==> src/rtl/branch_pkg.sv <==
// Shared definitions for the branch / fetch-PC slice.
//   addr_mode_t : target-select encoding driven on branch_pc_unit.addr_mode
//   InstrStep   : byte distance between sequential instructions
package branch_pkg;

  typedef enum logic [1:0] {
    PC  = 2'd0,  // pc_in + imm
    RD  = 2'd1,  // (rs1d + imm) with bit 0 cleared
    RET = 2'd2,  // return-address-stack top
    SEQ = 2'd3   // pc_in + InstrStep
  } addr_mode_t;

  localparam int unsigned InstrStep = 4;

endpackage

==> src/rtl/return_addr_stack.sv <==
// Circular return-address stack.
//   clk, rst   : clock, synchronous active-high reset (pointer and count only)
//   push       : write push_data as the new top
//   pop        : discard the top entry (no effect when empty)
//   push_data  : address written on push
//   top        : current top entry (undefined content when empty)
//   count      : number of valid entries, 0..RasDepth
//   empty/full : count == 0 / count == RasDepth
module return_addr_stack
  import branch_pkg::*;
#(
  parameter int unsigned WordSize = 32,
  parameter int unsigned RasDepth = 4
) (
  input  logic                        clk,
  input  logic                        rst,
  input  logic                        push,
  input  logic                        pop,
  input  logic [WordSize-1:0]         push_data,
  output logic [WordSize-1:0]         top,
  output logic [$clog2(RasDepth):0]   count,
  output logic                        empty,
  output logic                        full
);

  localparam int unsigned PtrW = $clog2(RasDepth);
  localparam int unsigned CntW = PtrW + 1;

  logic [WordSize-1:0] mem_q [RasDepth];
  logic [PtrW-1:0]     ptr_q, ptr_d;     // next slot to write; top is ptr_q-1
  logic [CntW-1:0]     count_q, count_d;
  logic                wr_en;
  logic [PtrW-1:0]     wr_idx;

  assign empty = (count_q == '0);
  assign full  = (count_q == CntW'(RasDepth));
  assign count = count_q;
  assign top   = mem_q[ptr_q - 1'b1];

  // When full, ptr_q already addresses the oldest entry, so a plain push
  // overwrites it while the count saturates.
  always_comb begin
    ptr_d   = ptr_q;
    count_d = count_q;
    wr_en   = 1'b0;
    wr_idx  = ptr_q;
    if (push && pop && !empty) begin
      // Replace the top in place: pointer and count unchanged.
      wr_en  = 1'b1;
      wr_idx = ptr_q - 1'b1;
    end else if (push) begin
      wr_en  = 1'b1;
      wr_idx = ptr_q;
      ptr_d  = ptr_q + 1'b1;
      if (!full) count_d = count_q + 1'b1;
    end else if (pop && !empty) begin
      ptr_d   = ptr_q - 1'b1;
      count_d = count_q - 1'b1;
    end
  end

  always_ff @(posedge clk) begin
    if (rst) begin
      ptr_q   <= '0;
      count_q <= '0;
    end else begin
      ptr_q   <= ptr_d;
      count_q <= count_d;
    end
  end

  // Entry contents are never cleared; reset only blocks the write.
  always_ff @(posedge clk) begin
    if (!rst && wr_en) mem_q[wr_idx] <= push_data;
  end

endmodule

==> src/rtl/branch_pc_unit.sv <==
// Branch target generation and fetch-PC sequencing with a return-address stack.
//   clk, rst        : clock, synchronous active-high reset
//   stall           : hold fetch PC when no redirect
//   br_valid        : resolved control-flow instruction present
//   addr_mode       : target select (see branch_pkg::addr_mode_t)
//   branch_taken    : condition outcome (qualified by br_valid)
//   ras_push        : instruction is a call (qualified by br_valid)
//   imm, rs1d, pc_in: immediate, source register, PC of resolving instruction
//   branch_addr     : combinational target
//   link_addr       : combinational pc_in + 4
//   pc              : registered fetch PC
//   flush           : one-cycle pulse after an accepted redirect
//   ras_count       : registered RAS valid-entry count
//   ras_underflow   : one-cycle pulse after a RET pop with empty RAS
module branch_pc_unit
  import branch_pkg::*;
#(
  parameter int unsigned          WordSize = 32,
  parameter int unsigned          RasDepth = 4,
  parameter logic [WordSize-1:0]  ResetVec = '0
) (
  input  logic                       clk,
  input  logic                       rst,
  input  logic                       stall,
  input  logic                       br_valid,
  input  logic [1:0]                 addr_mode,
  input  logic                       branch_taken,
  input  logic                       ras_push,
  input  logic [WordSize-1:0]        imm,
  input  logic [WordSize-1:0]        rs1d,
  input  logic [WordSize-1:0]        pc_in,
  output logic [WordSize-1:0]        branch_addr,
  output logic [WordSize-1:0]        link_addr,
  output logic [WordSize-1:0]        pc,
  output logic                       flush,
  output logic [$clog2(RasDepth):0]  ras_count,
  output logic                       ras_underflow
);

  addr_mode_t           mode;
  logic [WordSize-1:0]  rd_sum;
  logic                 redirect;
  logic                 push_en;
  logic                 pop_en;
  logic [WordSize-1:0]  ras_top;
  logic                 ras_empty;
  logic                 ras_full;

  logic [WordSize-1:0]  pc_q, pc_d;
  logic                 flush_q, flush_d;
  logic                 underflow_q, underflow_d;

  assign mode      = addr_mode_t'(addr_mode);
  assign link_addr = pc_in + WordSize'(InstrStep);
  assign rd_sum    = rs1d + imm;

  always_comb begin
    branch_addr = link_addr;
    unique case (mode)
      PC:      branch_addr = pc_in + imm;
      RD:      branch_addr = {rd_sum[WordSize-1:1], 1'b0};
      RET:     branch_addr = ras_empty ? link_addr : ras_top;
      default: branch_addr = link_addr;
    endcase
  end

  assign redirect = br_valid && branch_taken && (mode != SEQ);
  assign push_en  = br_valid && ras_push;
  assign pop_en   = redirect && (mode == RET);

  always_comb begin
    flush_d     = redirect;
    underflow_d = pop_en && ras_empty;
    if (redirect)   pc_d = branch_addr;
    else if (stall) pc_d = pc_q;
    else            pc_d = pc_q + WordSize'(InstrStep);
  end

  always_ff @(posedge clk) begin
    if (rst) begin
      pc_q        <= ResetVec;
      flush_q     <= 1'b0;
      underflow_q <= 1'b0;
    end else begin
      pc_q        <= pc_d;
      flush_q     <= flush_d;
      underflow_q <= underflow_d;
    end
  end

  return_addr_stack #(
    .WordSize (WordSize),
    .RasDepth (RasDepth)
  ) u_ras (
    .clk       (clk),
    .rst       (rst),
    .push      (push_en),
    .pop       (pop_en),
    .push_data (link_addr),
    .top       (ras_top),
    .count     (ras_count),
    .empty     (ras_empty),
    .full      (ras_full)
  );

  assign pc            = pc_q;
  assign flush         = flush_q;
  assign ras_underflow = underflow_q;

endmodule

==> config.mk <==
export PLATFORM = sky130hd
export DESIGN_NAME = branch_pc_unit
export DESIGN_NICKNAME = d
export VERILOG_FILES = /design/src/rtl/branch_pkg.sv /design/src/rtl/return_addr_stack.sv /design/src/rtl/branch_pc_unit.sv
export SDC_FILE = /design/constraint.sdc
export NUM_CORES = 1
export LEC_CHECK = 0
export CELL_PAD_IN_SITES_DETAIL_PLACEMENT = 1
export CELL_PAD_IN_SITES_GLOBAL_PLACEMENT = 1
export CORE_MARGIN = 2
export CORE_UTILIZATION = 42
export DETAILED_ROUTE_END_ITERATION = 8
export GPL_ROUTABILITY_DRIVEN = 0
export PLACE_DENSITY_LB_ADDON = 0.08
export SETUP_SLACK_MARGIN = 0.5
export SLEW_MARGIN = 20
export SYNTH_ARGS = -nofsm -noshare
export SYNTH_HDL_FRONTEND = slang
export SYNTH_SLANG_ARGS = --single-unit
==> constraint.sdc <==
create_clock -name clk -period 6.9 [get_ports clk]
set_input_delay 1.38 -clock clk [delete_from_list [all_inputs] [get_ports clk]]
set_output_delay 1.38 -clock clk [all_outputs]
set_load 0.01 [all_outputs]
==> out/results.tsv, run 1 <==
metric	value	unit
clk root buf	clkbuf_16	
Hold Fails Final Rpt	0	
fmax	0.158	GHz
Clock Path Buffers	2	
Finish-stage setup viols	0	
Setup crit end kind	primary output	
area share of xor/xnor cells in the synthesized design	7.68	%
Synth Register Bits	167	
Starting Density	42.9	%
Fin Clk Skew	0.0178	ns
dpl cells	1719	
Horiz. Die Dim	170	microns
Routed Antenna Nets	0	
IO buf count	204	
Clk pwr share	30.6	%
P_sw	1.04	mW
top-area cell type share of the netlist area	33.0	%
Routed WL per cell	25.3	microns
Crit Path Class	in -> out	
Synth Area in Simple Gates	15.0	%
core area	27100	sq um
vias in the first global route	10697	
Num CTS Buffers	17	
Lkg Pwr	5.41	nW
Die ar.	29000	sq um
dominant cell type by count on the critical path	clkdlybuf4s50_1	
Multi-input gate area	6810	sq um
area delta synth->final	28.2	%
initial antenna violation count	1	
Synth cell types	78	
Max Slew Vio Count	0	
diodes inserted	0	
Final TNS setup	0	ns
CP arrival	4.95	ns
fin crit share	91.7	%
unrepaired setup endpoints after global routing	yes	
Std-Cell Rows	60	
Async S/R FF share, synth	0	%
minimum clock period	6.33	ns
htree depth	4	
Synth Warn #	0	
CP max FO	4	
Syn Std Cell Area	11600	sq um
fin area	14900	sq um
drt pass-1 iters	7	
Pint	2.00	mW
CTS Hold Bufs	0	
maximum number of pins on one net before global-route repair	42	
main combinational cell family by area after synthesis	compound AO/OA/AOI/OAI gates	
post-DP HPWL	34.7	mm
CTS clk-pin slew, worst paths	0.08	ns
Synth area leader	edfxtp_1	
Slew @ Worst Pin	0.825	ns
Place WS	0.334	ns
Post-synth EDFFs	128	
Setup crit start kind	input pin	
# Max-Cap Violations	0	
routed vias	10727	
I/O Pins	205	
drt initial violations	837	
sequential share of power	37.5	%
Die H	170	microns
Buf/Inv on CP	2	
syn_area_per_cell	10.0	sq um
# nets final	1537	
first-pass GRT wire length	65.1	mm
critical path's largest stage delay	0.57	ns
clock sinks	167	
cells along the critical path	clkdlybuf4s50_1 -> and2_1 -> fa_1 -> a21o_1 -> a22o_1 -> o2111ai_1 -> o211ai_1 -> xor2_1 -> a222oi_1 -> nand2_1 -> clkdlybuf4s50_1	
area post-placement	14200	sq um
minimum hold slack	0.466	ns
VDD IR max	0.200	mV
adder-cell share of the synthesized area	7.29	%
vias per std cell	6.12	
CP required	5.52	ns
Syn Inst Count	1162	
share of post-route cells with drive strength above 1	10.4	%
Clock Latency Late Sink	0.43	ns
Area contributors post-synth	edfxtp_1, ha_1, dfxtp_1	
status	complete, no violations	
Max-slew headroom	45.0	%
GR Overflow Total	0	
power per cell area	204	nW/um^2
Post-synth top flop	edfxtp_1	
post-synthesis mux area share	7.48	%
Fill cells	2955	
TritonCTS clock tree	done	
gr usage total	30.4	%
final cell count without fillers	1752	
top cells by count, synth	edfxtp_1, nand2_1, nor2_1	
slowest CP cell	a222oi_1	
area fraction in compound gates after synthesis	19.8	%
total wire length	44.4	mm
Reg area	4630	sq um
drt drc	0	
switching part of the total	34.2	%
Hold Crit Class	reg -> reg	
Top delay family on crit path	compound AO/OA/AOI/OAI gates	
Comb pwr share	31.9	%
sequential area share after synthesis	39.7	%
Syn Nets	1332	
Final Worst Setup Slack	0.573	ns
most frequent cell after synthesis	edfxtp_1	
## worst paths after layout
check                                    start            endpoint  slack [ns]  cells after the start
worst max register to register  u_ras.count[0]  u_ras.mem_q[2][16]        3.81                      6
worst min-delay path                     pc[0]               pc[0]        0.47                      2
worst min register to register           pc[0]               pc[0]        0.47                      2
worst max-delay path                    imm[0]     branch_addr[20]        0.57                     11
## registers in the layout (all words and copies together) (netlist names)
register / flops
flush: 1
u_ras.ptr_q: 2
pc: 32
u_ras.count: 3
ras_underflow: 1
u_ras.mem_q: 128
## worst reg2reg max path: cells and delay by family, from the launching register on
family / cells / cell delay [ns]
AO/OA/AOI/OAI: 1 / 0.46
buffers and inverters: 1 / 0.51
flip-flops: 1 / 0.45
AND/OR/NAND/NOR: 4 / 1.30
## cell type report
cell class | count | share of cell area, %
multi-input combinational | 910 | 45.7
sequential | 167 | 31.0
timing repair buffer | 243 | 15.7
tap | 372 | 3.12
clock buffer | 18 | 2.88
clock inverter | 14 | 0.956
inverter | 28 | 0.705
## placed cells by master (no fill, tap or decap), types with 7 or more instances in the layout
master           instances
or3_1                   10
nand2_1                106
a22o_1                   7
dfxtp_1                 37
inv_1                   26
nand3_1                 31
o21a_1                  16
edfxtp_1               128
xnor2_1                 54
a221o_1                 11
o21bai_1                10
a21o_1                  30
a211oi_1                16
mux2i_1                 15
nor3_1                  21
and2_1                  10
nor2_1                  93
and4_1                  10
ha_1                    60
buf_4                   39
a22oi_1                 11
xor2_1                  48
a31oi_1                 17
and3_1                  15
o21ai_1                 13
clkdlybuf4s50_1        204
o21ai_0                 46
nand4_1                 31
a21oi_1                 75
clkbuf_16               17
o211ai_1                11
a221oi_1                 9
mux4_2                  30
## power groups by stage
stage | logic (mW) | clock network [mW] | registers [mW]
after floorplan | 0.504 | 0 | 1.16
after global placement | 0.932 | 0 | 1.16
after detailed placement | 0.943 | 0 | 1.16
after CTS | 0.951 | 0.947 | 1.14
after global routing | 1.03 | 0.981 | 1.15
final | 0.970 | 0.932 | 1.14
## what timing repair did
item | in CTS | in global routing
pin swaps | 0 | 1
endpoints found under the setup margin | 2 | 13
buffers inserted | 0 | 1
gates resized for setup | 2 | 22
## layer usage
metal / track usage, % / wire (microns) / vias up
li1: - / - / 4887
met5: 0 / 16 / -
met3: 7.58 / 3710 / 82
met2: 49.7 / 20900 / 463
met4: 10.4 / 1420 / 2
met1: 39.4 / 18300 / 5293
## logic make-up after synthesis
kind of cell / count (synthesis)
XOR/XNOR: 102
AND/OR/NAND/NOR: 359
adder cells (fa/ha/maj): 66
AO/OA/AOI/OAI: 334
buffers and inverters: 85
multiplexers: 49
flip-flops: 167
## per-stage QoR
stage	utilization, %	power [mW]
after CTS	54.6	3.04
after global routing	55.0	3.16
after global placement	52.5	2.09
after floorplan	-	1.66
final	55.0	3.04
after detailed placement	52.5	2.11
(Power assumes the default switching activity.)
==> run 2: changes to the inputs <==
Settings changed: TNS_END_PERCENT set to 20.
==> run 2 against run 1 <==
Sequential cell count did not move. Design area fell by 0.24%. Final cell count is essentially flat. Sequential power about the same. Clock-buffer cell count is the same. Clock skew up 0.0013 ns. Global-route usage is the same. Non-clock buffer count down 1. Combinational power about the same. First-iteration DRC count up 1.6%. Critical endpoint unchanged.
==> out/results.tsv, run 2 (synthesized netlist as in run 1, its figures left out) <==
metric	value	unit
share of post-route cells with drive strength above 1	9.93	%
drt pass-1 iters	5	
CTS Hold Bufs	0	
minimum clock period	6.49	ns
fmax	0.154	GHz
gr usage total	30.4	%
most common cell after layout, fill and taps aside	clkdlybuf4s50_1	
vias in the first global route	10697	
Clock Latency Late Sink	0.43	ns
first-pass GRT wire length	65.1	mm
Lkg Pwr	5.40	nW
Die ar.	29000	sq um
clock sinks	167	
I/O Pins	205	
initial antenna violation count	1	
maximum number of pins on one net before global-route repair	42	
Horiz. Die Dim	170	microns
core area	27100	sq um
Routed Antenna Nets	0	
Fill cells	2959	
Clock Path Buffers	2	
post-DP HPWL	34.7	mm
total wire length	44.5	mm
register bank with the most flops	u_ras.mem_q	
IO buf count	204	
Hold Fails Final Rpt	0	
Slew @ Worst Pin	0.897	ns
Routed WL per cell	25.4	microns
routed vias	10773	
CTS clk-pin slew, worst paths	0.08	ns
Hold Crit Class	reg -> reg	
Setup crit end kind	primary output	
area delta synth->final	27.9	%
drt drc	0	
max FFs per register	128	
power per cell area	205	nW/um^2
commonest non-fill, non-tap cells in the layout	clkdlybuf4s50_1, edfxtp_1, nand2_1	
CP max FO	4	
vias per std cell	6.15	
# nets final	1536	
unrepaired setup endpoints after global routing	yes	
CP arrival	5.11	ns
Final TNS setup	0	ns
# Max-Cap Violations	0	
htree depth	4	
Std-Cell Rows	60	
Crit Path Class	in -> out	
TritonCTS clock tree	done	
VDD IR max	0.200	mV
Num CTS Buffers	17	
status	complete, no violations	
Setup crit start kind	input pin	
worst reg-to-reg setup slack	3.79	ns
clk root buf	clkbuf_16	
Max Slew Vio Count	0	
Die H	170	microns
Post-Route Utilization	54.9	%
fin crit share	94.1	%
Starting Density	42.9	%
Fin Clk Skew	0.0191	ns
Max-slew headroom	40.2	%
CP required	5.52	ns
drt initial violations	850	
diodes inserted	0	
GR Overflow Total	0	
Finish-stage setup viols	0	
[run 2: layout make-up]
type / count / area (sq um) / area share (%)
clock buffers: 18 / 429 / 2.88
clock inverters: 14 / 143 / 0.959
inverters: 28 / 105 / 0.706
multi-input cells: 910 / 6780 / 45.6
flip-flops and latches: 167 / 4630 / 31.1
well taps: 372 / 465 / 3.13
repair buffers: 242 / 2330 / 15.6
[run 2: final timing paths]
path,startpoint,to,cells past startpoint
min reg2reg,pc[0],pc[0],2
min,pc[0],pc[0],2
max,imm[0],branch_addr[20],11
max reg2reg,u_ras.count[1],u_ras.mem_q[3][30],7
[run 2: worst max-delay path: stages]
cell and delay (ns):
clkdlybuf4s50_1 0.46, and2_1 0.19, fa_1 0.41, a21o_1 0.21, a22o_1 0.24, o2111ai_1 0.33
o211ai_1 0.24, xor2_1 0.23, a222oi_1 0.69, nand2_1 0.19, clkdlybuf4s50_1 0.53
[run 2: repair_timing]
item	in CTS	in global routing
gates cloned	0	0
resized for setup	2	16
setup endpoints to repair	2	13
pin swaps	0	1
setup buffers	0	0
endpoints found under the hold margin	0	0
[run 2: power by group]
part	internal (mW)	total, mW	leakage, nW	switching, mW
registers	1.11	1.14	1.48	0.0307
clock network	0.479	0.932	0.266	0.453
logic	0.411	0.970	3.65	0.559
[run 2: stage by stage]
stage	hold WS, ns	cells	setup WS (ns)	power, mW	instance area, sq um
floorplan	0.481	1162	0.738	1.66	11600
global placement	0.445	1719	0.451	2.09	14200
detailed placement	0.458	1719	0.334	2.11	14200
CTS	0.469	1751	0.565	3.04	14800
global route	0.502	1751	0.436	3.16	14900
finish	0.466	1751	0.407	3.04	14900
[run 2: metal layers]
| layer | part of all wire, % | GRT usage, % | up-vias |
|---|---|---|---|
| li1 | - | - | 4891 |
| met2 | 47 | 49.7 | 471 |
| met1 | 42 | 39.4 | 5333 |
| met3 | 7.6 | 7.58 | 76 |
| met4 | 3.0 | 10.4 | 2 |
| met5 | 0.036 | 0 | - |
